<file path="config.mk">
export PLATFORM = sky130hd
export DESIGN_NAME = vvctrl_issue_sequencer_flat
export DESIGN_NICKNAME = d
export VERILOG_FILES = /design/src/rtl/vvctrl_issue_sequencer_pkg.sv /design/src/rtl/vvctrl_issue_sequencer_if.sv /design/src/rtl/vvctrl_instruction_decoder.sv /design/src/rtl/vvctrl_issue_sequencer.sv /design/src/flat_wrapper.sv
export SDC_FILE = /design/constraint.sdc
export NUM_CORES = 1
export LEC_CHECK = 0
export ABC_AREA = 1
export BUFFER_PORTS_ARGS = -buffer_cell sky130_fd_sc_hd__buf_2
export CAP_MARGIN = 5
export CORE_AREA = 2 2 55 83
export DETAILED_ROUTE_END_ITERATION = 10
export DIE_AREA = 0 0 57 85
export GPL_TIMING_DRIVEN = 0
export PLACE_DENSITY = 0.83
export SKIP_LAST_GASP = 1
export SLEW_MARGIN = 15
export SYNTH_ARGS = -nofsm -noshare
export SYNTH_HDL_FRONTEND = slang
export SYNTH_SLANG_ARGS = --single-unit
export TNS_END_PERCENT = 30
</file>
<file path="constraint.sdc">
create_clock -name clk -period 2.9 [get_ports clk]
set_input_delay 0.29 -clock clk [delete_from_list [all_inputs] [get_ports clk]]
set_output_delay 0.29 -clock clk [all_outputs]
set_load 0.05 [all_outputs]
</file>
<file path="src/rtl/vvctrl_issue_sequencer_pkg.sv">
// Shared controller definitions: word geometry, opcodes and issue-FSM states.
package vvctrl_issue_sequencer_pkg;

    localparam int unsigned VVENG_INSTRUCTION_WIDTH = 32;
    localparam int unsigned VVCTRL_OPCODE_WIDTH     = 5;
    localparam int unsigned VVCTRL_WAITCYCLE_WIDTH  = 8;
    localparam int unsigned VVCTRL_DRAIN_CYCLES     = 2;

    typedef logic [VVCTRL_OPCODE_WIDTH-1:0] vvctrl_opcode_t;

    localparam vvctrl_opcode_t VVCTRL_NOP       = 5'd0;
    localparam vvctrl_opcode_t VVCTRL_ADD_XY    = 5'd1;
    localparam vvctrl_opcode_t VVCTRL_SUB_XY    = 5'd2;
    localparam vvctrl_opcode_t VVCTRL_MULT_XY   = 5'd3;
    localparam vvctrl_opcode_t VVCTRL_RELU      = 5'd4;
    localparam vvctrl_opcode_t VVCTRL_ACTLOOKUP = 5'd5;
    localparam vvctrl_opcode_t VVCTRL_WAIT      = 5'd6;

    typedef enum logic [2:0] {
        ISSUE_IDLE,
        ISSUE_RUN,
        ISSUE_WAIT,
        ISSUE_BUBBLE,
        ISSUE_DRAIN,
        ISSUE_DONE
    } issue_state_e;

endpackage

</file>
<file path="src/rtl/vvctrl_issue_sequencer_if.sv">
// Instruction stream in, issue word out, between producer and issue sequencer.
interface vvctrl_issue_sequencer_if #(
    parameter int unsigned INSTRUCTION_WIDTH = vvctrl_issue_sequencer_pkg::VVENG_INSTRUCTION_WIDTH
);
    logic [INSTRUCTION_WIDTH-1:0] instrIn;
    logic                         instrValid;
    logic                         instrLast;
    logic                         instrReady;
    logic [INSTRUCTION_WIDTH-1:0] issueInstr;
    logic                         issueValid;

    modport master (
        output instrIn, instrValid, instrLast,
        input  instrReady, issueInstr, issueValid
    );

    modport slave (
        input  instrIn, instrValid, instrLast,
        output instrReady, issueInstr, issueValid
    );
endinterface

</file>
<file path="src/rtl/vvctrl_instruction_decoder.sv">
// Field extraction from an instruction word: opcode in the MSBs, wait count in the LSBs.
module vvctrl_instruction_decoder
    import vvctrl_issue_sequencer_pkg::*;
#(
    parameter int unsigned INSTRUCTION_WIDTH = VVENG_INSTRUCTION_WIDTH,
    parameter int unsigned OPCODE_WIDTH      = VVCTRL_OPCODE_WIDTH,
    parameter int unsigned WAITCYCLE_WIDTH   = VVCTRL_WAITCYCLE_WIDTH
) (
    input  logic [INSTRUCTION_WIDTH-1:0] instr_i,
    output logic [OPCODE_WIDTH-1:0]      opcode_c,
    output logic [WAITCYCLE_WIDTH-1:0]   waitcycle_c
);

    logic unused_operand_c;

    assign opcode_c         = instr_i[INSTRUCTION_WIDTH-1 -: OPCODE_WIDTH];
    assign waitcycle_c      = instr_i[WAITCYCLE_WIDTH-1:0];
    // Operand bits between the two fields are consumed downstream, not here.
    assign unused_operand_c = ^instr_i[INSTRUCTION_WIDTH-OPCODE_WIDTH-1:WAITCYCLE_WIDTH];

endmodule

</file>
<file path="src/rtl/vvctrl_issue_sequencer.sv">
// Issue sequencer: one word per enabled cycle to the signal generator, expanding
// WAITs, bubbling after ACTLOOKUP and draining the generator pipeline at program end.
module vvctrl_issue_sequencer
    import vvctrl_issue_sequencer_pkg::*;
#(
    parameter int unsigned INSTRUCTION_WIDTH = VVENG_INSTRUCTION_WIDTH,
    parameter int unsigned OPCODE_WIDTH      = VVCTRL_OPCODE_WIDTH,
    parameter int unsigned WAITCYCLE_WIDTH   = VVCTRL_WAITCYCLE_WIDTH,
    parameter int unsigned DRAIN_CYCLES      = VVCTRL_DRAIN_CYCLES
) (
    input  logic                     clk,
    input  logic                     rstn,
    input  logic                     dbg_clk_enable,
    vvctrl_issue_sequencer_if.slave  seq_if,
    output logic                     busy,
    output logic                     done
);

    localparam int unsigned DRAIN_CNT_WIDTH = (DRAIN_CYCLES > 0) ? $clog2(DRAIN_CYCLES + 1) : 1;

    issue_state_e                 state_q, state_d;
    logic [WAITCYCLE_WIDTH-1:0]   wait_cnt_q, wait_cnt_d;
    logic [DRAIN_CNT_WIDTH-1:0]   drain_cnt_q, drain_cnt_d;
    logic                         last_q, last_d;
    logic                         ready_q, ready_d;
    logic [INSTRUCTION_WIDTH-1:0] issue_instr_q, issue_instr_d;
    logic                         issue_valid_q, issue_valid_d;
    logic                         busy_q, busy_d;
    logic                         done_q, done_d;

    logic [OPCODE_WIDTH-1:0]      opcode_c;
    logic [WAITCYCLE_WIDTH-1:0]   waitcycle_c;
    logic                         accept_c;

    vvctrl_instruction_decoder #(
        .INSTRUCTION_WIDTH (INSTRUCTION_WIDTH),
        .OPCODE_WIDTH      (OPCODE_WIDTH),
        .WAITCYCLE_WIDTH   (WAITCYCLE_WIDTH)
    ) u_decoder (
        .instr_i     (seq_if.instrIn),
        .opcode_c    (opcode_c),
        .waitcycle_c (waitcycle_c)
    );

    assign accept_c = ready_q & seq_if.instrValid;

    // Next state; a disabled step holds everything and only forces the issue slot to NOP.
    always_comb begin
        state_d       = state_q;
        wait_cnt_d    = wait_cnt_q;
        drain_cnt_d   = drain_cnt_q;
        last_d        = last_q;
        ready_d       = ready_q;
        busy_d        = busy_q;
        done_d        = done_q;
        issue_instr_d = '0;
        issue_valid_d = 1'b0;

        if (dbg_clk_enable) begin
            case (state_q)
                ISSUE_IDLE, ISSUE_RUN: begin
                    if (accept_c) begin
                        last_d  = seq_if.instrLast;
                        state_d = ISSUE_RUN;
                        if (opcode_c == OPCODE_WIDTH'(VVCTRL_WAIT)) begin
                            wait_cnt_d = waitcycle_c;
                            if (waitcycle_c != '0) begin
                                state_d = ISSUE_WAIT;
                            end else if (seq_if.instrLast) begin
                                state_d = ISSUE_DRAIN;
                            end
                        end else begin
                            issue_instr_d = seq_if.instrIn;
                            issue_valid_d = 1'b1;
                            if (opcode_c == OPCODE_WIDTH'(VVCTRL_ACTLOOKUP)) begin
                                state_d = ISSUE_BUBBLE;
                            end else if (seq_if.instrLast) begin
                                state_d = ISSUE_DRAIN;
                            end
                        end
                    end
                end
                ISSUE_WAIT: begin
                    wait_cnt_d = wait_cnt_q - WAITCYCLE_WIDTH'(1);
                    if (wait_cnt_q == WAITCYCLE_WIDTH'(1)) begin
                        state_d = last_q ? ISSUE_DRAIN : ISSUE_RUN;
                    end
                end
                ISSUE_BUBBLE: begin
                    state_d = last_q ? ISSUE_DRAIN : ISSUE_RUN;
                end
                ISSUE_DRAIN: begin
                    if (drain_cnt_q == '0) begin
                        state_d = ISSUE_DONE;
                    end else begin
                        drain_cnt_d = drain_cnt_q - DRAIN_CNT_WIDTH'(1);
                    end
                end
                ISSUE_DONE: begin
                    state_d = ISSUE_IDLE;
                end
                default: begin
                    state_d = ISSUE_IDLE;
                end
            endcase

            if ((state_d == ISSUE_DRAIN) && (state_q != ISSUE_DRAIN)) begin
                drain_cnt_d = DRAIN_CNT_WIDTH'(DRAIN_CYCLES);
            end

            ready_d = (state_d == ISSUE_IDLE) || (state_d == ISSUE_RUN);
            busy_d  = (state_d != ISSUE_IDLE);
            done_d  = (state_d == ISSUE_DONE);
        end
    end

    always_ff @(posedge clk) begin
        if (!rstn) begin
            state_q       <= ISSUE_IDLE;
            wait_cnt_q    <= '0;
            drain_cnt_q   <= '0;
            last_q        <= 1'b0;
            ready_q       <= 1'b0;
            issue_instr_q <= '0;
            issue_valid_q <= 1'b0;
            busy_q        <= 1'b0;
            done_q        <= 1'b0;
        end else begin
            state_q       <= state_d;
            wait_cnt_q    <= wait_cnt_d;
            drain_cnt_q   <= drain_cnt_d;
            last_q        <= last_d;
            ready_q       <= ready_d;
            issue_instr_q <= issue_instr_d;
            issue_valid_q <= issue_valid_d;
            busy_q        <= busy_d;
            done_q        <= done_d;
        end
    end

    assign seq_if.instrReady = ready_q;
    assign seq_if.issueInstr = issue_instr_q;
    assign seq_if.issueValid = issue_valid_q;
    assign busy              = busy_q;
    assign done              = done_q;

endmodule

</file>
<file path="src/flat_wrapper.sv">
// flat-port wrapper written by rule: the top's interface ports become plain ports
module vvctrl_issue_sequencer_flat import vvctrl_issue_sequencer_pkg::*;
#(
    parameter int unsigned INSTRUCTION_WIDTH = VVENG_INSTRUCTION_WIDTH,
    parameter int unsigned OPCODE_WIDTH      = VVCTRL_OPCODE_WIDTH,
    parameter int unsigned WAITCYCLE_WIDTH   = VVCTRL_WAITCYCLE_WIDTH,
    parameter int unsigned DRAIN_CYCLES      = VVCTRL_DRAIN_CYCLES
)
  (clk, rstn, dbg_clk_enable, busy, done, seq_if_instrIn, seq_if_instrValid, seq_if_instrLast, seq_if_instrReady, seq_if_issueInstr, seq_if_issueValid);
  vvctrl_issue_sequencer_if #(.INSTRUCTION_WIDTH(INSTRUCTION_WIDTH)) seq_if_i ();
  input  logic clk;
  input  logic rstn;
  input  logic dbg_clk_enable;
  output logic busy;
  output logic done;
  input wire logic [$bits(seq_if_i.instrIn)-1:0] seq_if_instrIn;
  input wire logic [$bits(seq_if_i.instrValid)-1:0] seq_if_instrValid;
  input wire logic [$bits(seq_if_i.instrLast)-1:0] seq_if_instrLast;
  output wire logic [$bits(seq_if_i.instrReady)-1:0] seq_if_instrReady;
  output wire logic [$bits(seq_if_i.issueInstr)-1:0] seq_if_issueInstr;
  output wire logic [$bits(seq_if_i.issueValid)-1:0] seq_if_issueValid;
  assign seq_if_i.instrIn = seq_if_instrIn;
  assign seq_if_i.instrValid = seq_if_instrValid;
  assign seq_if_i.instrLast = seq_if_instrLast;
  assign seq_if_instrReady = seq_if_i.instrReady;
  assign seq_if_issueInstr = seq_if_i.issueInstr;
  assign seq_if_issueValid = seq_if_i.issueValid;
  vvctrl_issue_sequencer #(.INSTRUCTION_WIDTH(INSTRUCTION_WIDTH), .OPCODE_WIDTH(OPCODE_WIDTH), .WAITCYCLE_WIDTH(WAITCYCLE_WIDTH), .DRAIN_CYCLES(DRAIN_CYCLES)) u_core (.clk(clk), .rstn(rstn), .dbg_clk_enable(dbg_clk_enable), .seq_if(seq_if_i), .busy(busy), .done(done));
endmodule
</file>
# Word level (Yosys, flattened, before mapping)
# Index checks and enable logic that the tools add are counted.
# Widths: inputs -> output; s select.
dict set report totals {
  regBits 50
  inputBits 37
  wordCells 62
}
dict set report op_classes {
  add_sub_neg 2
  n_eq_ne 14
  muxes 17
  bitwise 5
  n_reduce_logical 15
}
# operator count
set ops {}
lappend ops {{$mux 3} 9}
lappend ops {{$mux 8} 2}
lappend ops {{$pmux 8 s2} 1}
lappend ops {{$pmux 3 s4} 1}
lappend ops {{$eq 5x3->1 const B} 2}
lappend ops {{$eq 3x3->1 const B} 3}
lappend ops {{$eq 8x1->1 const B} 1}
lappend ops {{$reduce_and 4->1} 2}
lappend ops {{$reduce_bool 8->1} 1}
lappend ops {{$sub 8x1->8 const B} 1}
lappend ops {{$eq 3x1->1 const B} 2}
lappend ops {{$eq 3x2->1 const B} 2}
lappend ops {{$logic_not 3->1} 2}
lappend ops {{$mux 2} 3}
lappend ops {{$reduce_and 3->1} 2}
lappend ops {{$reduce_or 5->1} 1}
lappend ops {{$ne 2x1->1 const B} 2}
lappend ops {{$not 1->1} 4}
lappend ops {{$reduce_bool 2->1} 2}
lappend ops {{$ne 3x3->1 const B} 1}
lappend ops {{$reduce_bool 3->1} 1}
lappend ops {{$logic_not 2->1} 1}
lappend ops {{$ne 2x2->1 const B} 1}
lappend ops {{$reduce_or 2->1} 1}
lappend ops {{5 further kinds} 5}

# Logic depth before layout (Yosys ltp)
# Gate-level depths: netlist of the first run.
dict set report logic_depth {
  ltp_word 10
  ltp_mapped 11
  ltp_nobuf 11
}

# Modules after synthesis
# From an unflattened synthesis of the first run, not the netlist that was laid out.
dict set report hier_totals {
  cells_unflattened 306
  area_unflattened_um2 2293.4
}
# mod n_inst cells_each area_per_inst_um2 seq_area_each_um2
set by_module_without_submodules {}
lappend by_module_without_submodules {vvctrl_issue_sequencer 1 293 2195.9 1001.0}
lappend by_module_without_submodules {vvctrl_instruction_decoder 1 13 97.6 0.0}

# Least setup slack after synthesis of the first run
# OpenSTA, ideal clock, no wires.
dict set report synth_timing {
  kind {register to register}
  start {register u_core.ready_q (netlist: u_core.seq_if.instrReady)}
  end {register u_core.wait_cnt_q[7]}
  t_arrival_ps 1525
  required_time_ps 2830
  setup_slack_ps 1306
  path_stages_with_launch 12
  period_less_slack_ps 1594
  cell_sequence {dfxtp_1 nand2_1 inv_1 nand2_2 nor2_4 inv_2 o22ai_2 buf_6 o21ai_2 nand2_1 nand2_1 a21oi_1}
}
dict set report synth_between {
  elab_chain_len 3
}
# item line
set synth_rtl {}
lappend synth_rtl {{start, declared} vvctrl_issue_sequencer.sv:25} ;# logic ready_q, ready_d;
lappend synth_rtl {{start signal, assigned} vvctrl_issue_sequencer.sv:133} ;# ready_q <= ready_d;
lappend synth_rtl {{$and 1x1->1} vvctrl_issue_sequencer.sv:45} ;# assign accept_c = ready_q & seq_if.instrValid;
lappend synth_rtl {{$ne 2x1->1 (no line)} -}
lappend synth_rtl {{$reduce_and 4->1 (no line)} -}
lappend synth_rtl {{end signal, assigned} vvctrl_issue_sequencer.sv:130} ;# wait_cnt_q <= wait_cnt_d;
lappend synth_rtl {{end, declared} vvctrl_issue_sequencer.sv:22} ;# logic [WAITCYCLE_WIDTH-1:0] wait_cnt_q, wait_cnt_d;
# Every way passes these cells.
# A chain may end at the register's enable or synchronous reset.

# Final worst setup path of the first run
dict set report layout_timing {
  start {register u_core.wait_cnt_q[1]}
  end {register u_core.drain_cnt_q[0]}
}
dict set report layout_between {
  elab_chain_len 8
  word_cells_on_any_way 10
}
# item line
set layout_rtl {}
lappend layout_rtl {{$eq 8x1->1 *} vvctrl_issue_sequencer.sv:85} ;# if (wait_cnt_q == WAITCYCLE_WIDTH'(1)) begin
lappend layout_rtl {{$mux 3 *} vvctrl_issue_sequencer.sv:85}
lappend layout_rtl {{$pmux 3 s4 *} vvctrl_issue_sequencer.sv:60} ;# case (state_q)
lappend layout_rtl {{$mux 3 *} vvctrl_issue_sequencer.sv:59} ;# if (dbg_clk_enable) begin
lappend layout_rtl {{$eq 3x3->1 *} vvctrl_issue_sequencer.sv:107} ;# if ((state_d == ISSUE_DRAIN) && (state_q != ISSUE_DRAIN)) begin
lappend layout_rtl {{$logic_and 1x1->1 *} vvctrl_issue_sequencer.sv:107}
lappend layout_rtl {{$ne 2x2->1 (no line) or $reduce_bool 2->1 (tied branches)} -}
lappend layout_rtl {{$reduce_and 3->1 (no line)} -}
lappend layout_rtl {{end signal, assigned} vvctrl_issue_sequencer.sv:131} ;# drain_cnt_q <= drain_cnt_d;
lappend layout_rtl {{end, declared} vvctrl_issue_sequencer.sv:23} ;# logic [DRAIN_CNT_WIDTH-1:0] drain_cnt_q, drain_cnt_d;
# Every way passes the cells marked *; elsewhere a longest branch is shown, timed or not. The select of a mux whose other input is x is not followed.

==> results of run 1 <==
==> stage by stage <==
stage | cells | hold WS, ns
after floorplan | 279 | 0.4022
after global placement | 396 | 0.4519
after detailed placement | 396 | 0.4548
after CTS | 404 | 0.1760
after global routing | 404 | 0.1825
final | 404 | 0.1822
==> cell type report <==
type                       count  area, sq um  share of cell area
inverter                      61        239.0             0.09165
sequential                    50         1001              0.3839
buffer                         7        81.33             0.03119
multi-input combinational    161        779.5              0.2989
tap                           46        57.56             0.02207
clock inverter                 3        25.02            0.009597
clock buffer                   5        68.82             0.02639
timing repair buffer          71        355.3              0.1363
==> state kept, by name, summed over array words and instances (netlist names) <==
register                  cells
u_core.state_q                3
u_core.busy                   1
u_core.done                   1
u_core.wait_cnt_q             8
u_core.drain_cnt_q            2
u_core.seq_if.issueValid      1
u_core.last_q                 1
u_core.seq_if.issueInstr     32
u_core.seq_if.instrReady      1
==> worst register-to-register path, stage by stage, from the launching register on <==
cell and delay [ns]:
dfxtp_1 0.32, inv_1 0.09, ha_1 0.17, nand3_1 0.09, nor2_2 0.14, nand4_1 0.14
nand3_2 0.14, nand2_1 0.07, a21oi_1 0.13, nor2_1 0.05
==> synth_stat cells, drive strengths merged <==
cell	count	share of area
nand2	38	0.070
a21oi	15	0.036
a31oi	1	0.0030
o31ai	1	0.0036
o22ai	2	0.0089
nand3	14	0.036
ha	3	0.018
o21ai	17	0.042
dfxtp	50	0.48
buf	6	0.032
o211ai	3	0.011
nor2	60	0.12
nand4	4	0.012
inv	61	0.11
a211oi	1	0.0036
nor3	2	0.0071
clkbuf	1	0.0065
==> per-layer routing <==
layer | global-route usage | up-vias | share of wire
met5 | 0 | - | 0
met4 | 0.1057 | 0 | 0.026
met3 | 0.04573 | 13 | 0.054
met2 | 0.3657 | 57 | 0.55
met1 | 0.1880 | 884 | 0.37
li1 | - | 1003 | -
==> worst max-delay path by stage <==
stage | endpoint | slack [ns] | cells after the start
2_1_floorplan | u_core.wait_cnt_q[7]$_SDFFE_PN0P_ | 1.31 | 11
3_3_place_gp | u_core.drain_cnt_q[1]$_SDFFE_PN0P_ | 1.38 | 11
3_5_place_dp | u_core.drain_cnt_q[1]$_SDFFE_PN0P_ | 1.36 | 11
4_1_cts | u_core.drain_cnt_q[0]$_SDFFE_PN0P_ | 1.48 | 9
5_1_grt | u_core.wait_cnt_q[4]$_SDFFE_PN0P_ | 1.30 | 9
6_report | u_core.drain_cnt_q[0]$_SDFFE_PN0P_ | 1.46 | 9
==> cells by family (layout without fill, tap and decap cells) <==
logic type,Yosys count,count (layout),share of synthesized area
flip-flops,50,50,0.4765
adder cells (fa/ha/maj),3,3,0.01787
AO/OA/AOI/OAI,40,40,0.1078
buffers and inverters,68,147,0.1525
AND/OR/NAND/NOR,118,118,0.2454
==> power by group through the flow <==
| stage | clock network, W | logic, W | registers [W] |
|---|---|---|---|
| final | 0.000411 | 0.000185 | 0.000716 |
| after global routing | 0.000441 | 0.000210 | 0.000718 |
| after CTS | 0.000424 | 0.000185 | 0.000715 |
| after detailed placement | 0 | 0.000184 | 0.000731 |
| after global placement | 0 | 0.000180 | 0.000731 |
| after floorplan | 0 | 0.000102 | 0.000756 |
==> metrics.md, run 1 <==
| Metric | Value |
|---|---|
| Status | finished clean |
| FILL cells | 395 |
| Hold path startpoint | seq_if_instrIn[10] |
| Sw Share | 0.2804 |
| Starting Density | 0.5079 |
| DP Wirelength | 3438 um |
| Hold Crit Depth | 3 |
| Final Hold Viols | 0 |
| Crit. Startpoint | u_core.wait_cnt_q[1]$_SDFFE_PN0P_ |
| Worst slew pin tran | 0.2545 ns |
| Vias in the first global route | 1860 |
| Wirelength, routed | 4436 um |
| P_leak | 1.445 nW |
| F_max | 0.6959 GHz |
| Hold_buf cts | 0 |
| Util after Layout | 0.6304 |
| Initial DRC count | 38 |
| First-pass GRT wire length | 7472 um |
| Final setup viols | 0 |
| Final Total Pwr | 0.001312 W |
| Logic gate share of total power | 0.141 |
| Mapped Area | 2101 sq um |
| Port bufs | 71 |
| TritonRoute pass-1 iters | 4 |
| MaxCap Viol Count | 0 |
| Syn_area_per_cell | 7.530 sq um |
| Worst reg-to-reg path cell count | 9 |
| IO Pins | 73 |
| #FFs+latches synth | 50 |
| Worst Setup End Kind | flip-flop |
| Sequential fraction of the synthesis area | 0.4765 |
| Pre-CTS setup slack | 1.361 ns |
| RSZ-0062 raised after global routing | no |
| Die ar. | 4845 sq um |
| Ys Warns | 0 |
| Reg2reg setup slack | 1.46 ns |
| CP Launch Type | flip-flop |
| Post CTS Setup Buffer Count | 0 |
| Worst-Skew Late Latency | 0.31 ns |
| Distinct cells, synth | 27 |
| Total CTS buffers | 5 |
| Reg2reg start | u_core.wait_cnt_q[1]$_SDFFE_PN0P_ |
| Slew Viols, Final | 0 |
| Gate Count Post-Synth | 279 |
| CP Cell Sequence | inv_1, ha_1, nand3_1, nor2_2, nand4_1, nand3_2, nand2_1, a21oi_1, nor2_1 |
| Clk sink count | 50 |
| TritonCTS clock tree | yes |
| Layout cell share with drive strength beyond 1 | 0.2933 |
| Clock tree buffer depth | 2 |
| Hold EP | u_core.seq_if.issueInstr[10]$_SDFF_PP0_ |
| Final nets | 397 |
| Pwr Density | 503.1 nW/um^2 |
| WL/cell | 10.98 um |
| Vias per cell | 4.844 |
| Kind of critical path | flip-flop to flip-flop |
| Final ANT Viol Nets | 0 |
| H-Tree Depth | 2 |
| Share of total power in sequential cells | 0.545 |
| PostCTS Resize Cnt | 0 |
| Initial antenna violation count | 0 |
| Total GRT Usage | 0.1945 |
| WP data arrival | 1.65 ns |
| Slowest CP cell | dfxtp_1 |
| Crit share post-route | 0.4955 |
| Clock skew | 0.004447 ns |
| Buf/Inv on CP | 1 |
| Cell family with most CP delay | simple AND/OR/NAND/NOR gates |
| Synth Net Count | 319 |
| Largest stage delay, worst path | 0.32 ns |
| Antenna diodes | 0 |
| Fin Setup TNS | 0 ns |
| Routability cong. | 0.8965 |
| Hold Crit Class | input pin to flip-flop |
| Clk root buf | clkbuf_8 |
| Clk pin slew, worst setup/hold paths | 0.09 ns |
| Placed inst area | 2514 sq um |
| WP data required | 3.11 ns |
| Clock share of power | 0.314 |
| Tmin final | 1.437 ns |
| GRT overflow | 0 |
| Site Rows | 29 |
| Internal Power | 0.0009440 W |
| Area growth, synth to finish | 24.12% |
| Commonest non-fill, non-tap cell in the layout | buf_2 |
| Post-route DRC | 0 |
| Commonest cells after routing, fill and taps aside | 71 x buf_2, 57 x inv_1, 51 x nor2_1, 50 x dfxtp_1, 36 x nand2_1 |
| Final Cell Area | 2608 sq um |
| Crit path max fanout | 3 |
| Worst slew margin | 0.8290 |
| Core region area | 4136 sq um |
| Die Ht | 85 um |
| Setup WS post-layout | 1.463 ns |
| P_sw | 0.0003679 W |
| VDD IR max | 0.4254 mV |
| Die W | 57 um |
| Via count | 1957 |
| R2r endpoint | u_core.drain_cnt_q[0]$_SDFFE_PN0P_ |
| Largest net degree at the start of global routing | 18 |
No activity file was read; power rests on OpenSTA's default activity.
==> run 2: changes to the inputs <==
ABC_AREA = 0   (was 1)
CORE_AREA = 2 2 60 90   (was 2 2 55 83)
DIE_AREA = 0 0 62 92   (was 0 0 57 85)
PLACE_DENSITY = 0.74   (was 0.83)
clock period = 1.26 ns   (was 2.9 ns; I/O delays follow)
==> metrics.md, run 2 <==
| Metric | Value |
|---|---|
| Status | finished, violations left |
| Failing checks | setup timing |
| Setup WS post-layout | -0.4536 ns (-1.917 ns) |
| Placed inst area | 2596 sq um (+3.3%) |
| VDD IR max | 0.4112 mV (-3.3%) |
| Area growth, synth to finish | 39.70% |
| Initial antenna violation count | 0 (unchanged) |
| Area leader, netlist | dfxtp_1 |
| Yosys top cell area share | 0.4790 (+0.002568) |
| Hold Crit Class | input pin to flip-flop |
| Commonest cells in the synthesized netlist | 50 x dfxtp_1, 31 x and2_1, 14 x nor2_1 |
| IO Pins | 73 (unchanged) |
| Sequential fraction of the synthesis area | 0.4790 (+0.002568) |
| Final setup viols | 48 (+48) |
| Commonest cells after routing, fill and taps aside | 71 x buf_2, 45 x dfxtp_1, 27 x and2_1, 15 x buf_4, 13 x nor2_1 |
| Largest net degree at the start of global routing | 16 (-2) |
| Synth Flop Type | dfxtp_1 |
| Via count | 1911 (-2.4%) |
| CP Launch Type | flip-flop |
| Placed Cells | 345 (-13%) |
| Number of cells on the critical path | 5 (-4) |
| Clk root buf | clkbuf_8 |
| MaxCap Viol Count | 0 (unchanged) |
| Area of the multi-input gates | 1114 sq um (+43%) |
| Pwr Density | 1055 nW/um^2 (+110%) |
| Worst reg-to-reg path cell count | 5 (-4) |
| Cell family with most CP delay | compound AO/OA/AOI/OAI gates |
| Slowest CP cell | dfxtp_4 |
| Routability cong. | 0.8582 (-4.3%) |
| RSZ-0062 raised after global routing | yes |
| Post-synth EDFFs | 0 (unchanged) |
| Total CTS buffers | 5 (unchanged) |
| Wirelength, routed | 5288 um (+19%) |
| WP data required | 1.46 ns (-1.65 ns) |
| DP Wirelength | 3556 um (+3.4%) |
| GRT overflow | 0 (unchanged) |
| Initial DRC count | 57 (+50%) |
| #FFs+latches synth | 50 (unchanged) |
| F_max | 0.5836 GHz (-16%) |
| Crit path max fanout | 3 (unchanged) |
| Syn_area_per_cell | 10.09 sq um (+34%) |
| Slew Viols, Final | 0 (unchanged) |
| WL/cell | 14.29 um (+30%) |
| TritonRoute pass-1 iters | 4 (unchanged) |
| Vias in the first global route | 1810 (-2.7%) |
| Distinct cells, synth | 52 (+93%) |
| Post-route DRC | 0 (unchanged) |
| Final Hold Viols | 0 (unchanged) |
| Largest stage delay, worst path | 0.36 ns (+0.04 ns) |
| Kind of critical path | flip-flop to flip-flop |
| Vias per cell | 5.165 (+6.6%) |
| Pre-CTS setup slack | -0.5413 ns (-1.902 ns) |
| TritonCTS clock tree | yes |
| H-Tree Depth | 2 (unchanged) |
| Worst Setup EP | u_core.drain_cnt_q[1]$_SDFFE_PN0P_ |
| Final ANT Viol Nets | 0 (unchanged) |
| Core region area | 5005 sq um (+21%) |
| Buf/Inv on CP | 0 (-1) |
| Starting Density | 0.4175 (-0.09036) |
| Site Rows | 32 (+10%) |
| Post-synth ARST share | 0 (unchanged) |
| Fin cells | 370 (-8.4%) |
| FILL cells | 391 (-1.0%) |
| Ys Warns | 0 (unchanged) |
| Die W | 62 um (+8.8%) |
| Reg2reg start | u_core.wait_cnt_q[3]$_SDFFE_PN0P_ |
| Reg2reg setup slack | -0.45 ns (-1.92 ns) |
| Die ar. | 5704 sq um (+18%) |
| Dominant cells by area after synthesis | dfxtp_1 48%, and2_1 9.3%, o221a_1 2.7% |
| Crit share post-route | 1.360 (+0.8645) |
| First-pass GRT wire length | 8038 um (+7.6%) |
| FF/Latch Area | 1015 sq um (+1.4%) |
| Final nets | 342 (-14%) |
| WP data arrival | 1.92 ns (+0.27 ns) |
| Total GRT Usage | 0.1873 (-0.007201) |
| Worst-Skew Late Latency | 0.31 ns (about the same) |
| Worst Setup End Kind | flip-flop |
| Clk sink count | 50 (unchanged) |
| Max FFs per register | 32 (unchanged) |
| Clk pin slew, worst setup/hold paths | 0.10 ns (about the same) |
| Clock tree buffer depth | 2 (unchanged) |
| R2r endpoint | u_core.drain_cnt_q[1]$_SDFFE_PN0P_ |
| Mapped Area | 2090 sq um (-0.54%) |
| Tmin final | 1.714 ns (+0.2765 ns) |
| Fin Setup TNS | -11.93 ns (-11.93 ns) |
| Commonest non-fill, non-tap cell in the layout | buf_2 |
| Worst slew margin | 0.5056 (-0.3234) |
| Layout cell share with drive strength beyond 1 | 0.4735 (+0.1802) |
| Crit. Startpoint | u_core.wait_cnt_q[3]$_SDFFE_PN0P_ |
| CP Cell Sequence | nor4_4, nand3_2, o31ai_2, o211ai_1, o221a_1 |
| Clock skew | 0.01107 ns (+0.006620 ns) |
| Antenna diodes | 0 (unchanged) |
| Final Cell Area | 2919 sq um (+12%) |
| Util after Layout | 0.5833 (-0.04712) |
| P_leak | 1.300 nW (-10%) |
| Worst slew pin tran | 0.7359 ns (+0.4814 ns) |
| Die Ht | 92 um (+8.2%) |
| Port bufs | 70 (-1.4%) |
| Synth Net Count | 247 (-23%) |
| Gate Count Post-Synth | 207 (-26%) |
| Cell with the most instances after synthesis | dfxtp_1 |
run 2: changes by cell type in the layout (fill, tap and decap cells not counted), sizes merged, moves of 7 or more:
cell and change:
a21boi +7, a21oi -9, and2 +32, buf +15, clkbuf +7, inv -56, nand2 -27, nand3 -10
nor2 -44, o21ai -13
run 2: power breakdown:
| group | switching, W | internal [W] |
|---|---|---|
| logic | 0.000283 | 0.000231 |
| clock network | 0.000534 | 0.000382 |
| registers | 0.0000364 | 0.00161 |
| total | 0.000854 | 0.00223 |
run 2: per-layer routing:
| metal | share of wire | wire length, um | up-vias | global-route usage |
|---|---|---|---|---|
| met3 | 0.085 | 449 | 19 | 0.04231 |
| met1 | 0.35 | 1863 | 870 | 0.1856 |
| met4 | 0.040 | 213 | 0 | 0.1046 |
| met2 | 0.52 | 2762 | 107 | 0.3333 |
| li1 | - | - | 915 | - |
| met5 | 0 | 0 | - | 0 |
run 2: what timing repair did:
| action | in CTS | in global routing |
|---|---|---|
| hold buffers | 0 | 0 |
| setup buffers | 13 | 3 |
| endpoints found under the setup margin | 48 | 50 |
| cloned | 3 | 0 |
| pin swaps | 17 | 11 |
| resized for setup | 23 | 11 |
| endpoints found under the hold margin | 0 | 0 |
run 2: how the worst min path moves through the flow:
stage / slack [ns] / endpoint / from / cells after the start
floorplan: 0.25 / u_core.seq_if.issueInstr[0]$_SDFF_PP0_ / seq_if_instrIn[0] / 1
global placement: 0.33 / u_core.seq_if.issueInstr[26]$_SDFF_PP0_ / seq_if_instrIn[26] / 2
detailed placement: 0.33 / u_core.seq_if.issueInstr[19]$_SDFF_PP0_ / seq_if_instrIn[19] / 2
CTS: 0.02 / u_core.seq_if.issueInstr[20]$_SDFF_PP0_ / seq_if_instrIn[20] / 2
global route: 0.01 / u_core.seq_if.issueInstr[25]$_SDFF_PP0_ / seq_if_instrIn[25] / 2
finish: 0.01 / u_core.seq_if.issueInstr[20]$_SDFF_PP0_ / seq_if_instrIn[20] / 2
run 2: kinds of logic after synthesis:
kind of cell / share of synthesized area
fa+ha+maj: 0.01797
compound gates: 0.1910
simple gates: 0.2725
buf+inv: 0.03952
flops: 0.4790
run 2: layout make-up:
type,instances,share of cell area
repair buffers,89,0.1736
clock inverters,2,0.004715
well taps,68,0.02915
multi-input cells,140,0.3815
clock buffers,5,0.02357
plain buffers,11,0.03343
flip-flops and latches,50,0.3476
inverters,5,0.006429
run 2: through the flow:
step           power, W  hold WS, ns
6_report       0.003081      0.01440
2_1_floorplan  0.001980       0.2477
4_1_cts        0.003060      0.01552
3_5_place_dp   0.002114       0.3283
5_1_grt        0.003215      0.01387
3_3_place_gp   0.002107       0.3260
==> run 3: changes to the inputs <==
ABC_CLOCK_PERIOD_IN_PS = 1260   (was unset)
SKIP_CTS_REPAIR_TIMING = 1   (was unset)
==> metrics.md, run 3 (synthesized netlist as in run 2, its figures left out) <==
| Metric | Value |
|---|---|
| Status | finished, violations left |
| Failing checks | setup timing |
| Worst-Skew Late Latency | 0.31 ns (about the same) |
| Crit path max fanout | 3 (unchanged) |
| Commonest cells after routing, fill and taps aside | 72 x buf_2, 46 x dfxtp_1, 31 x and2_1, 14 x nor2_1, 9 x nand2_1 |
| Setup WS post-layout | -0.4398 ns (+0.01381 ns) |
| Core region area | 5005 sq um (unchanged) |
| Met2 Track Usage GR | 0.2856 (-0.04774) |
| First-pass GRT wire length | 7217 um (-10%) |
| Wirelength, routed | 4800 um (-9.2%) |
| Pwr Density | 1102 nW/um^2 (+4.4%) |
| Final ANT Viol Nets | 0 (unchanged) |
| Die W | 62 um (unchanged) |
| Worst Setup End Kind | flip-flop |
| WP data required | 1.46 ns (about the same) |
| Worst slew pin tran | 0.6812 ns (-0.05475 ns) |
| Clk root buf | clkbuf_8 |
| Starting Density | 0.4175 (unchanged) |
| Total CTS buffers | 5 (unchanged) |
| Met3 usage | 0.03949 (-0.002821) |
| DP Wirelength | 3556 um (unchanged) |
| Hold Crit Class | input pin to flip-flop |
| Routability cong. | 0.8582 (unchanged) |
| Clock tree buffer depth | 2 (unchanged) |
| Antenna diodes | 0 (unchanged) |
| TritonRoute pass-1 iters | 5 (+1) |
| Vias in the first global route | 1655 (-8.6%) |
| Final Hold Viols | 0 (unchanged) |
| Max FFs per register | 32 (unchanged) |
| Die ar. | 5704 sq um (unchanged) |
| Area growth, synth to finish | 30.66% |
| TritonCTS clock tree | yes |
| Largest net degree at the start of global routing | 16 (unchanged) |
| H-Tree Depth | 2 (unchanged) |
| Die Ht | 92 um (unchanged) |
| CP Launch Type | flip-flop |
| Worst slew margin | 0.5424 (+0.03678) |
| Final setup viols | 45 (-6.3%) |
| Met1 Track Usage GR | 0.1729 (-0.01271) |
| MaxCap Viol Count | 0 (unchanged) |
| IO Pins | 73 (unchanged) |
| RSZ-0062 raised after global routing | yes |
| P_leak | 1.208 nW (-7.1%) |
| Crit share post-route | 1.349 (-0.01096) |
| Final nets | 326 (-4.7%) |
| F_max | 0.5883 GHz (+0.81%) |
| FILL cells | 425 (+8.7%) |
| WP data arrival | 1.90 ns (-0.02 ns) |
| Port bufs | 70 (unchanged) |
| Clk sink count | 50 (unchanged) |
| Post-route DRC | 0 (unchanged) |
| VDD IR max | 0.4025 mV (-2.1%) |
| Final Cell Area | 2730 sq um (-6.5%) |
| WL/cell | 13.56 um (-5.1%) |
| Clk pin slew, worst setup/hold paths | 0.10 ns (about the same) |
| Initial antenna violation count | 0 (unchanged) |
| Vias per cell | 5.136 (-0.57%) |
| Clock skew | 0.01190 ns (+0.0008293 ns) |
| Global routing's busiest layer | met2 |
| Slew Viols, Final | 0 (unchanged) |
| Fin cells | 354 (-4.3%) |
| Placed Cells | 345 (unchanged) |
| Fin Setup TNS | -10.04 ns (+1.882 ns) |
| Tmin final | 1.700 ns (-0.01381 ns) |
| Total GRT Usage | 0.1669 (-0.02037) |
| Via count | 1818 (-4.9%) |
| Commonest non-fill, non-tap cell in the layout | buf_2 |
| Kind of critical path | flip-flop to flip-flop |
| Site Rows | 32 (unchanged) |
| Layout cell share with drive strength beyond 1 | 0.4091 (-0.06442) |
| Placed inst area | 2596 sq um (unchanged) |
| Initial DRC count | 68 (+19%) |
| GRT overflow | 0 (unchanged) |
[run 3: changes by cell type in the layout (fill, tap and decap cells not counted), moves of 2 or more]
cell      before  now
buf_4         15    2
and2_4         4    0
and2_1        27   31
clkbuf_8       8    6
[run 3: per-layer routing]
layer / wire, um / vias up / share of wire
met3: 410 / 14 / 0.085
met1: 1816 / 826 / 0.38
met5: 0 / - / 0
li1: - / 882 / -
met4: 161 / 0 / 0.034
met2: 2412 / 96 / 0.50
[run 3: area by class of cell]
type,count,area [sq um],area share
multi-input cells,140,1075,0.3937
flip-flops and latches,50,1011,0.3703
repair buffers,74,381.6,0.1398
well taps,68,85.08,0.03116
plain buffers,10,76.32,0.02796
clock buffers,5,68.82,0.02521
inverters,5,18.77,0.006874
clock inverters,2,13.76,0.005041
[run 3: final timing paths]
path | startpoint | endpoint | slack, ns | cells past startpoint
worst min register to register | u_core.drain_cnt_q[0]$_SDFFE_PN0P_ | u_core.drain_cnt_q[0]$_SDFFE_PN0P_ | 0.49 | 2
worst min-delay path | seq_if_instrIn[20] | u_core.seq_if.issueInstr[20]$_SDFF_PP0_ | 0.01 | 2
worst max-delay path | u_core.wait_cnt_q[6]$_SDFFE_PN0P_ | u_core.drain_cnt_q[1]$_SDFFE_PN0P_ | -0.44 | 5
worst max register to register | u_core.wait_cnt_q[6]$_SDFFE_PN0P_ | u_core.drain_cnt_q[1]$_SDFFE_PN0P_ | -0.44 | 5
[run 3: power breakdown]
| group | internal [W] | switching (W) |
|---|---|---|
| registers | 0.00162 | 0.0000436 |
| clock network | 0.000382 | 0.000532 |
| logic | 0.000186 | 0.000249 |
[run 3: through the flow]
stage | total power (W) | hold slack [ns] | util | setup slack, ns
finish | 0.003008 | 0.01410 | 0.5455 | -0.4398
global route | 0.003145 | 0.01392 | 0.5455 | -0.5126
CTS | 0.003010 | 0.01553 | 0.5353 | -0.5318
detailed placement | 0.002114 | 0.3283 | 0.5188 | -0.5413
global placement | 0.002107 | 0.3260 | 0.5188 | -0.5192
floorplan | 0.001980 | 0.2477 | - | -0.2718
[run 3: critical path, stage by stage (launching register included)]
cell	delay, ns
dfxtp_1	0.36
nor4_4	0.37
nand3_2	0.19
o31ai_2	0.30
o211ai_1	0.13
o221a_1	0.25
